File: config.mk
export PLATFORM = sky130hd
export DESIGN_NAME = adsr_envelope
export DESIGN_NICKNAME = d
export VERILOG_FILES = /design/src/rtl/adsr_envelope.sv
export SDC_FILE = /design/constraint.sdc
export NUM_CORES = 1
export LEC_CHECK = 0
export ABC_AREA = 0
export BUFFER_PORTS_ARGS = -buffer_cell sky130_fd_sc_hd__buf_2
export CORE_ASPECT_RATIO = 1.75
export CORE_UTILIZATION = 33
export DETAILED_ROUTE_END_ITERATION = 10
export GPL_TIMING_DRIVEN = 0
export PLACE_DENSITY = 0.58
export RECOVER_POWER = 25
export SYNTH_ARGS = -nofsm -noshare
export SYNTH_HDL_FRONTEND = slang
export SYNTH_SLANG_ARGS = --single-unit
File: constraint.sdc
create_clock -name sys_clk -period 5.82 [get_ports sys_clk]
set_input_delay 0.582 -clock sys_clk [delete_from_list [all_inputs] [get_ports sys_clk]]
set_output_delay 0.582 -clock sys_clk [all_outputs]
set_load 0.01 [all_outputs]
File: src/rtl/adsr_envelope.sv
// ADSR amplitude envelope with a 2-stage sample scaler, driven by a synchronised gate input.
// Define ADSR_RETRIGGER_EN to restart every note from level 0; default build is legato.
module adsr_envelope #(
    parameter int unsigned SYS_CLK_FREQ = 50_000_000,
    parameter int unsigned TICK_HZ      = 1_000
) (
    input  logic               sys_clk,
    input  logic               reset,
    input  logic               gate,
    input  logic [7:0]         attack_step,
    input  logic [7:0]         decay_step,
    input  logic [7:0]         sustain_level,
    input  logic [7:0]         release_step,
    input  logic signed [23:0] sample_in,
    output logic signed [23:0] sample_out,
    output logic [7:0]         level,
    output logic [2:0]         state,
    output logic               active
);

    localparam int unsigned TICK_DIV = SYS_CLK_FREQ / TICK_HZ;
    localparam int unsigned CNT_W    = (TICK_DIV > 1) ? $clog2(TICK_DIV) : 1;
    localparam logic [CNT_W-1:0] CNT_MAX = CNT_W'(TICK_DIV - 1);

    typedef enum logic [2:0] {
        StIdle    = 3'd0,
        StAttack  = 3'd1,
        StDecay   = 3'd2,
        StSustain = 3'd3,
        StRelease = 3'd4
    } state_e;

    state_e           state_q;
    logic [7:0]       level_q;
    logic             active_q;
    logic [CNT_W-1:0] tick_cnt_q;
    logic             tick;
    logic             gate_meta_q, gate_sync_q, gate_prev_q;
    logic             gate_rise, gate_fall;
    logic [8:0]       attack_sum, decay_diff, release_diff;
    logic signed [23:0] sample_q;
    logic [8:0]       gain_q;
    logic signed [32:0] product;

    assign tick      = (tick_cnt_q == CNT_MAX);
    assign gate_rise = gate_sync_q & ~gate_prev_q;
    assign gate_fall = ~gate_sync_q & gate_prev_q;

    // Bit 8 of the differences is the borrow, i.e. the step overshot zero.
    assign attack_sum   = {1'b0, level_q} + {1'b0, attack_step};
    assign decay_diff   = {1'b0, level_q} - {1'b0, decay_step};
    assign release_diff = {1'b0, level_q} - {1'b0, release_step};

    always_ff @(posedge sys_clk or negedge reset) begin
        if (!reset) begin
            tick_cnt_q <= '0;
        end else if (tick) begin
            tick_cnt_q <= '0;
        end else begin
            tick_cnt_q <= tick_cnt_q + CNT_W'(1);
        end
    end

    always_ff @(posedge sys_clk or negedge reset) begin
        if (!reset) begin
            gate_meta_q <= 1'b0;
            gate_sync_q <= 1'b0;
            gate_prev_q <= 1'b0;
        end else begin
            gate_meta_q <= gate;
            gate_sync_q <= gate_meta_q;
            gate_prev_q <= gate_sync_q;
        end
    end

    // Gate edges take priority over the tick; no level step on an edge cycle.
    always_ff @(posedge sys_clk or negedge reset) begin
        if (!reset) begin
            state_q  <= StIdle;
            level_q  <= 8'd0;
            active_q <= 1'b0;
        end else if (gate_rise) begin
            state_q  <= StAttack;
            active_q <= 1'b1;
`ifdef ADSR_RETRIGGER_EN
            level_q  <= 8'd0;
`endif
        end else if (gate_fall &&
                     (state_q == StAttack || state_q == StDecay || state_q == StSustain)) begin
            state_q <= StRelease;
        end else if (tick) begin
            unique case (state_q)
                StIdle: begin
                    level_q <= 8'd0;
                end
                StAttack: begin
                    if (attack_step == 8'd0 || attack_sum >= 9'd255) begin
                        level_q <= 8'd255;
                        state_q <= StDecay;
                    end else begin
                        level_q <= attack_sum[7:0];
                    end
                end
                StDecay: begin
                    if (decay_step == 8'd0 || decay_diff[8] || decay_diff[7:0] <= sustain_level) begin
                        level_q <= sustain_level;
                        state_q <= StSustain;
                    end else begin
                        level_q <= decay_diff[7:0];
                    end
                end
                StSustain: begin
                    level_q <= sustain_level;
                end
                StRelease: begin
                    if (release_step == 8'd0 || release_diff[8] || release_diff[7:0] == 8'd0) begin
                        level_q  <= 8'd0;
                        state_q  <= StIdle;
                        active_q <= 1'b0;
                    end else begin
                        level_q <= release_diff[7:0];
                    end
                end
                default: begin
                    level_q  <= 8'd0;
                    state_q  <= StIdle;
                    active_q <= 1'b0;
                end
            endcase
        end
    end

    // Level 255 maps to a gain of 256 so full scale is exact unity.
    assign product = $signed({{9{sample_q[23]}}, sample_q}) * $signed({24'd0, gain_q});

    always_ff @(posedge sys_clk or negedge reset) begin
        if (!reset) begin
            sample_q   <= '0;
            gain_q     <= '0;
            sample_out <= '0;
        end else begin
            sample_q   <= sample_in;
            gain_q     <= (level_q == 8'd255) ? 9'd256 : {1'b0, level_q};
            sample_out <= 24'(product >>> 8);
        end
    end

    assign level  = level_q;
    assign state  = state_q;
    assign active = active_q;

endmodule

-- Word level (Yosys, flattened, before mapping)
Index checks and enable logic that the tools add are counted.
- add/sub/neg operators: 4
- multiply operators: 1
- $lt $le $gt $ge: 2
- equality and inequality tests: 13
- multiplexer cells: 18
- bitwise logic cells: 6
- reductions and logical operators: 20
- operators by type and width (cell ; number):
    $logic_not 8->1 ; 4
    $mul 24x10->32 ; 1
    $pmux 8 s4 ; 1
    $mux 8 ; 3
    $mux 3 ; 6
    $sub 8x8->9 ; 2
    $add 16x1->16 const B ; 1
    $eq 16x16->1 const B ; 1
    $mux 16 ; 1
    $pmux 3 s4 ; 1
    $add 8x8->9 ; 1
    $ge 9x8->1 const B ; 1
    $mux 9 ; 1
    $eq 8x8->1 const B ; 1
    $le 8x8->1 ; 1
    $ne 4x2->1 const B ; 2
    $logic_or 1x1->1 ; 7
    $eq 3x2->1 const B ; 2
    $reduce_and 5->1 ; 1
    $mux 1 ; 4
    $ne 4x4->1 const B ; 1
    $not 1->1 ; 4
    $reduce_and 4->1 ; 1
    $reduce_or 4->1 ; 1
    other kinds (14) ; 15
- bits in registers: 88
- bits of input ports: 59
- output and inout port bits: 36
- word-level logic and storage cells: 74

-- Logic depth before layout (Yosys ltp)
- word-level depth: 8
- depth in mapped cells: 20

-- Worst setup path before layout
OpenSTA, ideal clock, no wires.
- path type: reg2reg
- start point: register gain_q[3]
- end point: register sample_out[19]
- arrival: 5.177 ns
- required time: 5.740 ns
- setup slack: 0.563 ns
- cell stages (with the launch flop): 20
- path through: dfrtp_1 -> clkbuf_1 -> nand2_1 -> fa_1 -> inv_1 -> fa_1 -> fa_1 -> fa_1 -> inv_1 -> fa_1 -> inv_1 -> ha_1 -> clkbuf_1 -> nand4_1 -> nor3_1 -> a211oi_1 -> o21bai_1 -> a41o_1 -> a311oi_1 -> xnor2_1
- longest elaborated chain between the ends: 1
- RTL lines (what ; RTL line ; text):
    start, declared ; 42 ; logic [8:0] gain_q;
    start signal, assigned ; 143 ; gain_q <= (level_q == 8'd255) ? 9'd256 : {1'b0, level_q};
    $mul 24x10->32 ; 134 ; assign product = $signed({{9{sample_q[23]}}, sample_q}) * $signed({24'd0, gain_q});
    named net product[27] ; 43 ; logic signed [32:0] product;
    end signal, assigned ; 144 ; sample_out <= 24'(product >>> 8);
    end, declared ; 15 ; output logic signed [23:0] sample_out,
The timed path passes the listed nets, and every way through them passes these cells.
A chain may end at the register's enable or synchronous reset.

-- Worst setup path in the final report
- start point: register gain_q[6]
- end point: register sample_out[18]
Same word-level chain as after synthesis.

==> results.toml <==
[status]
status = "complete, but fails checks"
violations = "max-capacitance violations, max-slew violations"

[sta]
slew_viol_final = 45
slew_headroom_pct = -66.8
fin_crit_sh_pct = 95.8
clock_skew_ps = 10.1
tightest_slew_ps = 2500
period_minus_slack_ps = 5580
hold_viol_final = 0
rsz0062_at_grt = "no"
max_clock_freq_ghz = 0.179
setup_viol = 0

[worst_setup_path]
cpMostUsedCell = "fa_1"
start_kind = "flip-flop"
cp_slowest_cell = "fa_1"
worstPathCellList = "clkbuf_4, and2_1, fa_1, fa_1, fa_1, fa_1, inv_1, fa_1, inv_1, ha_1, a21oi_1, o21ai_2, a211oi_4, buf_4, o21bai_1, a41o_1, a31oi_1, a21boi_0"
crit_path_max_incr_delay_ps = 550
crit_path_end_kind = "flip-flop"
r2r_slack_ps = 240
cp.arrival_ps = 5870
critical_path_class = "flip-flop to flip-flop"
crit_required_ps = 6110
path_max_fanout = 10

[floorplan]
core_area_sq_um = 34500
die_area_sq_um = 35700
rows = 90
start_util_pct = 33.4
die_x_um = 143
die_h_um = 249
ios = 95

[yosys]
syn_area_sq_um = 11500
avgSynthCellArea_sq_um = 9.48
synthCells = 1215
synth-main-ff-cell = "dfrtp_1"
synth_seq_cells = 88
synth_edf_count = 0
synth_fa_ha_area_share_pct = 40.8
synthArstFlopShare_pct = 100
muxShareOfSynthArea_pct = 0.695
synth.net_count = 1546
yosys_warnings = 0
synth-simple-area-share_pct = 18.1
synth-compound-area-share_pct = 8.85
yosysSeqAreaShare_pct = 19.1
ys_types = 73
synth_xor_area_share_pct = 4.26
synth_top_family_by_area = "adder cells"

[place]
portBuffers = 94
postPlaceCellArea_sq_um = 12600
gp_congestion = 0.877
dp_cells = 1770
dp_hpwl_mm = 24.9

[grt]
grt_overflow_total = 0
grt_max_degree = 46
grt_pass1_vias = 9667
grt_util_all_layers_pct = 18.2
antenna_found_initial = 3
grt_pass1_wl_mm = 49.0

[cells_and_area]
layout-drive-gt1-share_pct = 12.0
instances_no_fill = 1784
nets = 1650
final_area_sq_um = 13000
n_antenna_cell = 0
utilization_pct = 37.8
syn_to_final_growth_pct = 13.2
layout_commonest_cell = "inv_1"
layout_common_cells = "214 x inv_1, 173 x fa_1, 126 x nand2_1, 119 x and2_1, 99 x ha_1"

[clock_tree]
clock_latency_ps = 380
cts-root-buf = "clkbuf_16"
clkSlewWorstSetupHoldPaths_ps = 70
htree_num_levels = 3
cts_buffers = 9
clkSinkCount = 88
cts_buffer_depth = 2
cts_tree = "done"

[power_and_ir_drop]
irDropWorstVdd_mv = 0.109
p_leak_nw = 6.81
powerDensity_nw_per_um2 = 137

[route]
vias = 8740
viasPerCell = 4.90
detail-route-antenna-nets = 0
drt_iter0_drc = 336
drt-total-wl_mm = 30.0
first_pass_iters = 4
post_drt_wl_per_cell_um = 16.8
drc = 0

[min_path]
min_path_type = "input pin to flip-flop"

[flow_run]
drv_cap = 1
-- metal layers --
metal,global-route usage [%],vias up,routed length (um)
met2,34.7,192,16800
met5,0,-,25
met4,10.6,4,1530
met1,18.2,4388,10600
met3,2.98,75,1070
li1,-,4081,-
-- sequential cells by signal, summed over array words and instances (netlist names), 3 cells and up --
name	count
sample_out	24
sample_q	24
tick_cnt_q	16
gain_q	9
level	8
state	3
-- critical path: cells and delay by family, from the launching register on --
| kind | cells | cell delay (ps) |
|---|---|---|
| AO/OA/AOI/OAI | 7 | 1370 |
| AND/OR/NAND/NOR | 1 | 180 |
| adder cells (fa/ha/maj) | 6 | 2980 |
| buffers and inverters | 4 | 500 |
| flip-flops | 1 | 460 |
-- synthesized netlist by cell type (6+ instances only) --
cell type	n	area (sq um)
o21bai_1	7	52.6
clkbuf_1	30	113
o21ai_1	6	30.0
nand2_1	127	477
and3_1	10	62.6
xnor2_1	37	324
xor2_1	19	166
nand4_1	11	68.8
a22o_1	7	61.3
nand2b_1	6	37.5
dfrtp_1	88	2200
a21o_1	10	75.1
nor2b_1	19	119
fa_1	173	3460
nor2_1	46	173
and2_1	119	744
o21ai_0	21	105
ha_1	99	1240
or3_1	6	37.5
a21oi_1	26	130
mux2i_1	8	80.1
inv_1	214	803
nand3_1	16	80.1
nor3_1	18	90.1
-- final cells by class --
cell class                 count  area [sq um]
buffer                        28           160
sequential                    88          2200
clock buffer                   9           225
inverter                     214           803
multi-input combinational    878          8450
clock inverter                 7          70.1
tap                          460           576
timing repair buffer         100           546
fill                        3584         21400
-- cells by family after synthesis --
logic type | after synthesis
buffers and inverters | 249
AO/OA/AOI/OAI | 141
AND/OR/NAND/NOR | 401
adder cells (fa/ha/maj) | 272
multiplexers | 8
flip-flops | 88
XOR/XNOR | 56
-- report_power, final --
group	switching (mW)	leakage, nW	total, mW	internal, mW
Sequential	0.0386	1.07	0.698	0.660
Clock	0.297	0.142	0.599	0.302
Combinational	0.286	5.60	0.491	0.205
Total	0.622	6.81	1.79	1.17
-- path summary, 6_finish.rpt --
check / startpoint / to / cells after the start
setup / recovery: gain_q[6] / sample_out[18] / 18
hold / removal: sample_in[18] / sample_q[18] / 1
setup reg to reg: gain_q[6] / sample_out[18] / 18
hold reg to reg: gate_meta_q / gate_sync_q / 0
max in group asynchronous: reset / gain_q[6] / 1
min in group asynchronous: reset / sample_out[12] / 1
-- stage by stage --
step                      setup TNS [ps]  setup slack, ps  hold WS [ps]  power, mW
after global placement             -6920             -726           339       1.18
after detailed placement           -7630             -756           338       1.19
after floorplan                        0              563           286       1.01
final                                  0              243           301       1.79
after CTS                              0             11.0           204       1.81
after global routing                   0             11.3           294       1.90
-- repair_timing --
action	in CTS	in global routing
setup buffers	1	4
gates cloned	0	0
resized for setup	19	43
hold buffers	0	0
pin swaps	1	4
endpoints found under the setup margin	16	15
(Power assumes the default switching activity.)
